$ cat src/rtl/and_gate_pkg.sv
// Shared defaults for the structural AND gate block.
`timescale 1ns / 1ps

package and_gate_pkg;

  localparam int AND_WIDTH_DEFAULT = 1;
  localparam int AND_CNT_W_DEFAULT = 8;

endpackage : and_gate_pkg

$ cat src/rtl/and2_cell.sv
// Single 2-input AND built from exactly one gate primitive.
`timescale 1ns / 1ps

module and2_cell (
  input  logic a,
  input  logic b,
  output logic y
);

  and g_and (y, a, b);

endmodule : and2_cell

$ cat src/rtl/and_gate_structural.sv
// Structural multi-lane AND: the y / y_all path uses only and2_cell instances,
// plus a registered copy of y and a saturating rise counter on lane 0.
`timescale 1ns / 1ps

module and_gate_structural
  import and_gate_pkg::*;
#(
  parameter int WIDTH = AND_WIDTH_DEFAULT,
  parameter int CNT_W = AND_CNT_W_DEFAULT
) (
  input  logic             clk,
  input  logic             rst,
  input  logic [WIDTH-1:0] a,
  input  logic [WIDTH-1:0] b,
  output logic [WIDTH-1:0] y,
  output logic             y_all,
  output logic [WIDTH-1:0] y_q,
  output logic [CNT_W-1:0] rise_cnt
);

  localparam logic [CNT_W-1:0] CNT_MAX = '1;

  // chain[i] holds the AND of y[i:0]; its top bit is the full reduction.
  logic [WIDTH-1:0] chain;

  for (genvar i = 0; i < WIDTH; i++) begin : g_lane
    and2_cell u_lane (
      .a (a[i]),
      .b (b[i]),
      .y (y[i])
    );
  end

  assign chain[0] = y[0];

  for (genvar i = 1; i < WIDTH; i++) begin : g_chain
    and2_cell u_chain (
      .a (chain[i-1]),
      .b (y[i]),
      .y (chain[i])
    );
  end

  assign y_all = chain[WIDTH-1];

  // NOTE: sequential state uses non-blocking assignments so every register
  // samples the pre-edge values of y_q and rise_cnt, not ones updated mid-block.
  always_ff @(posedge clk or posedge rst) begin
    if (rst) begin
      y_q      <= '0;
      rise_cnt <= '0;
    end else begin
      y_q <= y;
      if (!y_q[0] && y[0] && (rise_cnt != CNT_MAX)) begin
        rise_cnt <= rise_cnt + CNT_W'(1);
      end
    end
  end

endmodule : and_gate_structural

$ cat config.mk
export PLATFORM = sky130hd
export DESIGN_NAME = and_gate_structural
export DESIGN_NICKNAME = d
export VERILOG_FILES = /design/src/rtl/and_gate_pkg.sv /design/src/rtl/and2_cell.sv /design/src/rtl/and_gate_structural.sv
export SDC_FILE = /design/constraint.sdc
export NUM_CORES = 1
export LEC_CHECK = 0
export BUFFER_PORTS_ARGS = -buffer_cell sky130_fd_sc_hd__buf_2
export CAP_MARGIN = 5
export CORE_AREA = 5 5 42 44
export CTS_CLUSTER_DIAMETER = 100
export DETAILED_ROUTE_END_ITERATION = 8
export DIE_AREA = 0 0 47 49
export PLACE_DENSITY_LB_ADDON = 0.08
export SKIP_LAST_GASP = 1
export SLEW_MARGIN = 30
export SYNTH_ARGS = -nofsm -noshare
export SYNTH_HDL_FRONTEND = slang
export SYNTH_SLANG_ARGS = --single-unit
$ cat constraint.sdc
create_clock -name clk -period 3.5 [get_ports clk]
set_input_delay 0.7 -clock clk [delete_from_list [all_inputs] [get_ports clk]]
set_output_delay 0.7 -clock clk [all_outputs]
set_load 0.02 [all_outputs]
==> results of run 1 <==
metrics by stage:
stage | total power [mW] | hold slack, ns | instances
floorplan | 0.270 | 0.528 | 40
global placement | 0.318 | 0.501 | 68
detailed placement | 0.323 | 0.512 | 68
CTS | 0.405 | 0.402 | 72
global route | 0.430 | 0.422 | 72
finish | 0.399 | 0.395 | 72
worst reg2reg max path, cell delays in order, from the launching register on:
cell      delay [ns]
dfrtp_1         0.40
ha_1            0.26
and4_1          0.27
nand2b_1        0.12
nand2_1         0.12
mux2_2          0.34
registers in the layout, summed over array words and instances, names as in the netlist:
register	count
rise_cnt	8
y_q	1
where the power goes:
group	switching (mW)	internal [mW]	leakage, nW
logic	0.0827	0.0574	0.139
clock network	0.0355	0.0439	0.0150
registers	0.0433	0.136	0.115
total	0.161	0.237	0.269
final timing paths:
| kind | endpoint | slack [ns] | cells after the start |
|---|---|---|---|
| max in group asynchronous | rise_cnt[3] | 2.84 | 2 |
| hold reg to reg | rise_cnt[0] | 0.52 | 1 |
| min in group clk | rise_cnt[0] | 0.52 | 1 |
| setup / recovery | y_all | 1.67 | 3 |
| hold / removal | y_q | 0.40 | 2 |
| setup reg to reg | rise_cnt[1] | 1.88 | 5 |
cell families (layout without fill, tap and decap cells):
| logic type | after synthesis | in the layout | share of synthesized area |
|---|---|---|---|
| AND/OR/NAND/NOR | 15 | 15 | 0.199 |
| multiplexers | 2 | 2 | 0.0499 |
| buffers and inverters | 3 | 19 | 0.0499 |
| XOR/XNOR | 2 | 2 | 0.0388 |
| adder cells (fa/ha/maj) | 1 | 1 | 0.0277 |
| flip-flops | 9 | 9 | 0.499 |
| AO/OA/AOI/OAI | 8 | 8 | 0.136 |
layer usage:
metal,GRT usage,up-vias,wire [um]
li1,-,181,-
met1,0.111,180,408
met2,0.152,12,493
met3,0.0221,2,73
met4,0.0553,0,14
met5,0,-,0
synth_stat cells (all sizes together), types with 2 or more instances:
cell / n / area share
nand2: 3 / 0.025
nand3: 3 / 0.033
mux2: 2 / 0.050
xnor2: 2 / 0.039
and4: 2 / 0.044
dfrtp: 9 / 0.50
buf: 2 / 0.042
a31oi: 2 / 0.028
a41oi: 2 / 0.039
final cells by class:
| type | instances | area [sq um] | area share |
|---|---|---|---|
| Tap cell | 16 | 20.0 | 0.0364 |
| Sequential cell | 9 | 225 | 0.410 |
| Multi-Input combinational cell | 28 | 204 | 0.371 |
| Inverter | 1 | 3.75 | 0.00683 |
| Timing Repair Buffer | 14 | 70.1 | 0.128 |
| Clock buffer | 4 | 26.3 | 0.0478 |
==> flow_summary.yaml, run 1 <==
outcome:
  outcome: "complete, no violations"
floorplan:
  io_pins: 15
  floorplan.initialDensity: 0.322
  coreArea_sq_mm: 0.00140
  fp.dieH_um: 49
  die_x_um: 47
  die-area_sq_mm: 0.00230
  placementRows: 14
cells_and_area:
  antenna_cells: 0
  fill_cells: 164
  layout_commonest_cell: "buf_2"
  syn2layout_area_growth_pct: 21.6
  final_util: 0.392
  drive_above_1_share: 0.357
  design_area_sq_um: 549
  mostFrequentLayoutCells: "14 x buf_2, 9 x dfrtp_1, 3 x nand3_1, 3 x nand2_1, 3 x clkbuf_4"
  fin_nets: 62
clocking:
  cts_resized: 0
  cts_sinks: 9
  cts_tree: "built"
  clock_latency_ns: 0.26
  cts_buffer_depth: 2
  post_cts_buffers: 0
  clockRootBuffer: "clkbuf_4"
  hold_buffers: 0
  cts_made_buffers: 3
  path_clk_slew_ns: 0.06
  h-tree-depth: 1
setup_path:
  cpMostUsedCell: "buf_2"
  startpoint: "a"
  crit_type: "input pin to output pin"
  path_buf_inv: 2
  crit_chain: "buf_2, and2_1, buf_2"
  rr_startpoint: "rise_cnt[0]"
  crit_family: "buffers and inverters"
  slowest_stage: "and2_1"
  start_kind: "input pin"
  crit_required_ns: 2.80
  cp_max_fo: 3
  arrival_ns: 1.13
  worstSetupEndpointType: "output pin"
  max_stage_delay_ns: 0.17
timing:
  maxSlewHeadroom: 0.763
  fin_crit_sh: 0.524
  fin_crit_ns: 1.83
  fmax_mhz: 546
  finalSetupViolations: 0
  tightest_slew_ns: 0.355
  setup-tns-final_ns: 0
  skew_ns: 0.00413
  drv_slew: 0
  rsz0062_at_grt: "false"
  hold_violations: 0
  fin_ws_ns: 1.67
synth:
  postSynth.asyncResetShare: 1.00
  synth_cell_types: 24
  ys_seq_elements: 9
  syn_inst: 40
  yosysSeqAreaShare: 0.499
  postSynthAreaPerCell_sq_um: 11.3
  synth_edf_count: 0
  synthesis.nets: 45
  ys_dominant_reg_cell: "dfrtp_1"
  yosys_warnings: 0
  synth_area_sq_um: 452
route:
  vias: 375
  drt_iter0_markers: 7
  drc: 0
  antenna_left: 0
  vias_per_cell: 5.21
  finalWirelength_um: 989
  firstDrtPassIters: 4
  post_drt_wl_per_cell_um: 13.7
global_route:
  track_usage: 0.0952
  grt_pass1_wl_um: 1610
  grt-ovfl-total: 0
  grt_pass1_vias: 384
  antenna_found_initial: 0
  grt_max_degree: 10
placed_design:
  gp_congestion: 0.706
  place_ws_ns: 1.66
  postPlaceCellArea_sq_um: 523
  dpl.hpwl_um: 765
  port-buffer-count: 14
power_and_ir_drop:
  ir_worst_vdd_mv: 0.247
  leakage_nw: 0.269
  p_per_area_mw_per_mm2: 726
run:
  maxCapViolations: 0
min_path:
  hold_class: "input pin to asynchronous set/reset pin"
(Power assumes the default switching activity.)
==> run 2: changes to the inputs <==
clock period = 1.7 ns   (was 3.5 ns; I/O delays follow)
==> run 2 against run 1 <==
Against the previous run: sequential cell count unchanged; sequential share of layout area unchanged; non-clock buffer count unchanged; largest cell class unchanged; routed wire length decreased by 8.9%; count of clock-buffer cells in the layout unchanged; combinational power increased by 110%; power increased by 110%; global-route usage decreased by 0.45 points; setup slack got worse by 1.6 ns; via count decreased by 3.2%; sequential power increased by 110%; worst hold slack got worse by 0.35 ns.
==> flow_summary.yaml, run 2 (synthesis gave the netlist of run 1 again) <==
timing:
  rsz0062_at_grt: "false"
  fin_crit_sh: 0.941
  setup-tns-final_ns: 0
  tightest_slew_ns: 0.382
  fin_crit_ns: 1.60
  hold_violations: 0
  skew_ns: 0.000690
  fmax_mhz: 625
  finalSetupViolations: 0
  maxSlewHeadroom: 0.745
  drv_slew: 0
clocking:
  hold_buffers: 0
  cts_buffer_depth: 2
  cts_tree: "built"
  path_clk_slew_ns: 0.06
  post_cts_buffers: 0
  h-tree-depth: 1
  clockRootBuffer: "clkbuf_4"
  cts_resized: 0
  clock_latency_ns: 0.25
  cts_sinks: 9
  cts_made_buffers: 3
placed_design:
  postPlaceCellArea_sq_um: 523
  port-buffer-count: 14
  dpl.hpwl_um: 688
  gp_congestion: 0.763
cells_and_area:
  antenna_cells: 0
  largest_reg_flops: 8
  fill_cells: 154
  reg_top3: "rise_cnt x8, y_q x1"
  ff_latch_area_sq_um: 225
  drive_above_1_share: 0.357
  multi_input_area_sq_um: 204
  layout_commonest_cell: "buf_2"
  syn2layout_area_growth_pct: 21.6
  fin_nets: 62
  top_register: "rise_cnt"
  design_area_sq_um: 549
  mostFrequentLayoutCells: "14 x buf_2, 9 x dfrtp_1, 3 x nand3_1, 3 x nand2_1, 3 x clkbuf_4"
global_route:
  antenna_found_initial: 0
  grt_max_degree: 10
  grt_pass1_wl_um: 1540
  grt_pass1_vias: 339
  track_usage: 0.0907
  grt-ovfl-total: 0
floorplan:
  fp.dieH_um: 49
  floorplan.initialDensity: 0.322
  placementRows: 14
  io_pins: 15
  die_x_um: 47
  coreArea_sq_mm: 0.00140
  die-area_sq_mm: 0.00230
power_and_ir_drop:
  leakage_nw: 0.269
  ir_worst_vdd_mv: 0.904
  p_per_area_mw_per_mm2: 1490
setup_path:
  cp_max_fo: 5
  worstSetupEndpointType: "register"
  crit_chain: "ha_1, and4_1, nand2b_1, nand2_1, mux2_2"
  arrival_ns: 1.74
  slowest_stage: "dfrtp_1"
  startpoint: "rise_cnt[0]"
  rr_startpoint: "rise_cnt[0]"
  crit_type: "register to register"
  start_kind: "register"
  crit_required_ns: 1.84
  max_stage_delay_ns: 0.40
outcome:
  outcome: "complete, no violations"
route:
  firstDrtPassIters: 4
  drt_iter0_markers: 4
  vias_per_cell: 5.04
  vias: 363
  post_drt_wl_per_cell_um: 12.5
  drc: 0
  antenna_left: 0
  finalWirelength_um: 901
min_path:
  hold_class: "input pin to asynchronous set/reset pin"
run:
  maxCapViolations: 0
==> run 2: cell counts in the layout (fill, tap and decap cells not counted) <==
No cell type changed its count.
==> run 2: power by group <==
| part | total (mW) | internal, mW | switching, mW | leakage, nW |
|---|---|---|---|---|
| sequential | 0.367 | 0.280 | 0.0877 | 0.115 |
| clock | 0.163 | 0.0903 | 0.0727 | 0.0150 |
| combinational | 0.288 | 0.118 | 0.170 | 0.139 |
| total | 0.818 | 0.488 | 0.330 | 0.269 |
==> run 2: worst paths after layout <==
check                      slack [ns]  cells after the start           to
setup / recovery                  0.1                      5  rise_cnt[1]
hold / removal                   0.05                      2          y_q
setup reg to reg                  0.1                      5  rise_cnt[1]
hold reg to reg                  0.52                      1  rise_cnt[0]
max in group asynchronous        1.38                      2  rise_cnt[2]
min in group clk                 0.35                      2          y_q
==> run 2: metal layers <==
layer	GRT usage	wire length, um
met5	0	0
met4	0.0553	6
met3	0.0258	78
met2	0.120	390
met1	0.126	426
==> run 2: area by class of cell <==
class,instances,area share
multi-input combinational,28,0.371
tap,16,0.0364
sequential,9,0.410
inverter,1,0.00683
clock buffer,4,0.0478
timing repair buffer,14,0.128
==> run 2: worst max-delay path: cells and delay by family (launching register included) <==
family	cells	cell delay, ns
fa+ha+maj	1	0.26
simple gates	3	0.49
flops	1	0.40
mux	1	0.34
==> run 2: per-stage QoR <==
step                       util  cells  total power, mW  hold slack, ns  worst slack, ns
final                     0.392     72            0.818          0.0479            0.100
after global routing      0.392     72            0.884          0.0776          0.00221
after CTS                 0.392     72            0.830          0.0524           0.0972
after detailed placement  0.373     68            0.661           0.332            0.111
after global placement    0.373     68            0.663           0.317            0.172
after floorplan               -     40            0.557           0.168            0.111
==> run 3: changes to the inputs <==
GPL_TIMING_DRIVEN = 0   (was unset)
==> run 3 against run 2 <==
Against the previous run: sequential cell count is the same; clock skew up 0.0066 ns; final cell count rose by 2.8%; critical endpoint unchanged; largest cell class unchanged.
==> flow_summary.yaml, run 3 (synthesis gave the netlist of run 1 again) <==
outcome:
  outcome: "complete, no violations"
clocking:
  path_clk_slew_ns: 0.06
  cts_made_buffers: 3
  cts_tree: "built"
  post_cts_buffers: 0
  clockRootBuffer: "clkbuf_4"
  cts_buffer_depth: 2
  h-tree-depth: 1
  clock_latency_ns: 0.26
  cts_sinks: 9
  cts_resized: 0
  hold_buffers: 0
floorplan:
  io_pins: 15
  fp.dieH_um: 49
  die-area_sq_mm: 0.00230
  placementRows: 14
  coreArea_sq_mm: 0.00140
  floorplan.initialDensity: 0.322
  die_x_um: 47
timing:
  rsz0062_at_grt: "false"
  fmax_mhz: 629
  holdWs_ns: 0.0272
  setup-tns-final_ns: 0
  drv_slew: 0
  fin_crit_sh: 0.935
  skew_ns: 0.00729
  maxSlewHeadroom: 0.769
  fin_crit_ns: 1.59
  tightest_slew_ns: 0.346
  hold_violations: 0
  finalSetupViolations: 0
  fin_ws_ns: 0.111
cells_and_area:
  top_register: "rise_cnt"
  final_util: 0.407
  mostFrequentLayoutCells: "14 x buf_2, 9 x dfrtp_1, 3 x nand3_1, 3 x nand2_1, 3 x clkbuf_4"
  reg_top3: "rise_cnt x8, y_q x1"
  drive_above_1_share: 0.397
  ff_latch_area_sq_um: 225
  antenna_cells: 0
  fill_cells: 153
  syn2layout_area_growth_pct: 26.3
  layout_commonest_cell: "buf_2"
  multi_input_area_sq_um: 206
  design_area_sq_um: 571
  largest_reg_flops: 8
  fin_nets: 64
  instances_no_fill: 74
setup_path:
  crit_type: "register to register"
  arrival_ns: 1.73
  max_stage_delay_ns: 0.39
  crit_required_ns: 1.84
  crit_family: "simple AND/OR/NAND/NOR gates"
  start_kind: "register"
  slowest_stage: "dfrtp_1"
  path_buf_inv: 0
  cp_max_fo: 5
  worstSetupEndpointType: "register"
  crit_chain: "ha_2, and4_1, nand2b_1, nand2_1, mux2_2"
min_path:
  hold_class: "input pin to asynchronous set/reset pin"
run:
  maxCapViolations: 0
power_and_ir_drop:
  seqPwrFrac: 0.443
  combPwrFrac: 0.358
  pwr-share-clk: 0.198
  leakage_nw: 0.279
  ir_worst_vdd_mv: 0.733
  p_per_area_mw_per_mm2: 1450
  power_mw: 0.829
  p_int_mw: 0.496
  power_switching_mw: 0.333
  swShare: 0.402
placed_design:
  port-buffer-count: 14
  dp_cells: 70
  place_ws_ns: 0.110
  dpl.hpwl_um: 715
  postPlaceCellArea_sq_um: 542
  gp_congestion: 0.729
global_route:
  grt_pass1_vias: 362
  track_usage: 0.0974
  grt-ovfl-total: 0
  grt_max_degree: 10
  antenna_found_initial: 0
  grt_pass1_wl_um: 1600
route:
  drt_iter0_markers: 3
  vias: 383
  antenna_left: 0
  firstDrtPassIters: 4
  vias_per_cell: 5.18
  finalWirelength_um: 951
  drc: 0
  post_drt_wl_per_cell_um: 12.9
run 3: changes by cell type in the layout (fill, tap and decap cells not counted), sizes merged:
cell / delta
buf: +2
run 3: worst paths after layout:
| check | from | to | slack, ns | cells after the start |
|---|---|---|---|---|
| min in group clk | b | y_q | 0.36 | 2 |
| setup reg to reg | rise_cnt[0] | rise_cnt[1] | 0.11 | 5 |
| setup / recovery | rise_cnt[0] | rise_cnt[1] | 0.11 | 5 |
| hold reg to reg | rise_cnt[0] | rise_cnt[0] | 0.53 | 1 |
| hold / removal | rst | rise_cnt[6] | 0.03 | 2 |
| max in group asynchronous | rst | rise_cnt[5] | 1.41 | 2 |
run 3: cell type report:
| type | instances | area share |
|---|---|---|
| Tap cell | 16 | 0.0351 |
| Inverter | 1 | 0.00658 |
| Buffer | 2 | 0.0329 |
| Multi-Input combinational cell | 28 | 0.362 |
| Sequential cell | 9 | 0.395 |
| Timing Repair Buffer | 14 | 0.123 |
| Clock buffer | 4 | 0.0461 |
run 3: per-layer routing:
layer,track usage,part of all wire,wire length (um),up-vias
met1,0.120,0.42,398,178
met4,0.0276,0.0084,8,0
met2,0.136,0.46,434,18
li1,-,-,-,185
met5,0,0,0,-
met3,0.0664,0.11,109,2
run 3: power groups by stage:
| stage | logic, mW | registers (mW) | clock network (mW) |
|---|---|---|---|
| 2_1_floorplan | 0.120 | 0.437 | 0 |
| 3_3_place_gp | 0.296 | 0.362 | 0 |
| 3_5_place_dp | 0.297 | 0.369 | 0 |
| 4_1_cts | 0.298 | 0.365 | 0.172 |
| 5_1_grt | 0.330 | 0.381 | 0.188 |
| 6_report | 0.297 | 0.367 | 0.164 |
run 3: worst reg2reg max path, stage by stage, from the launching register on:
cell and delay (ns):
dfrtp_1 0.39, ha_2 0.24, and4_1 0.26, nand2b_1 0.12
nand2_1 0.13, mux2_2 0.34
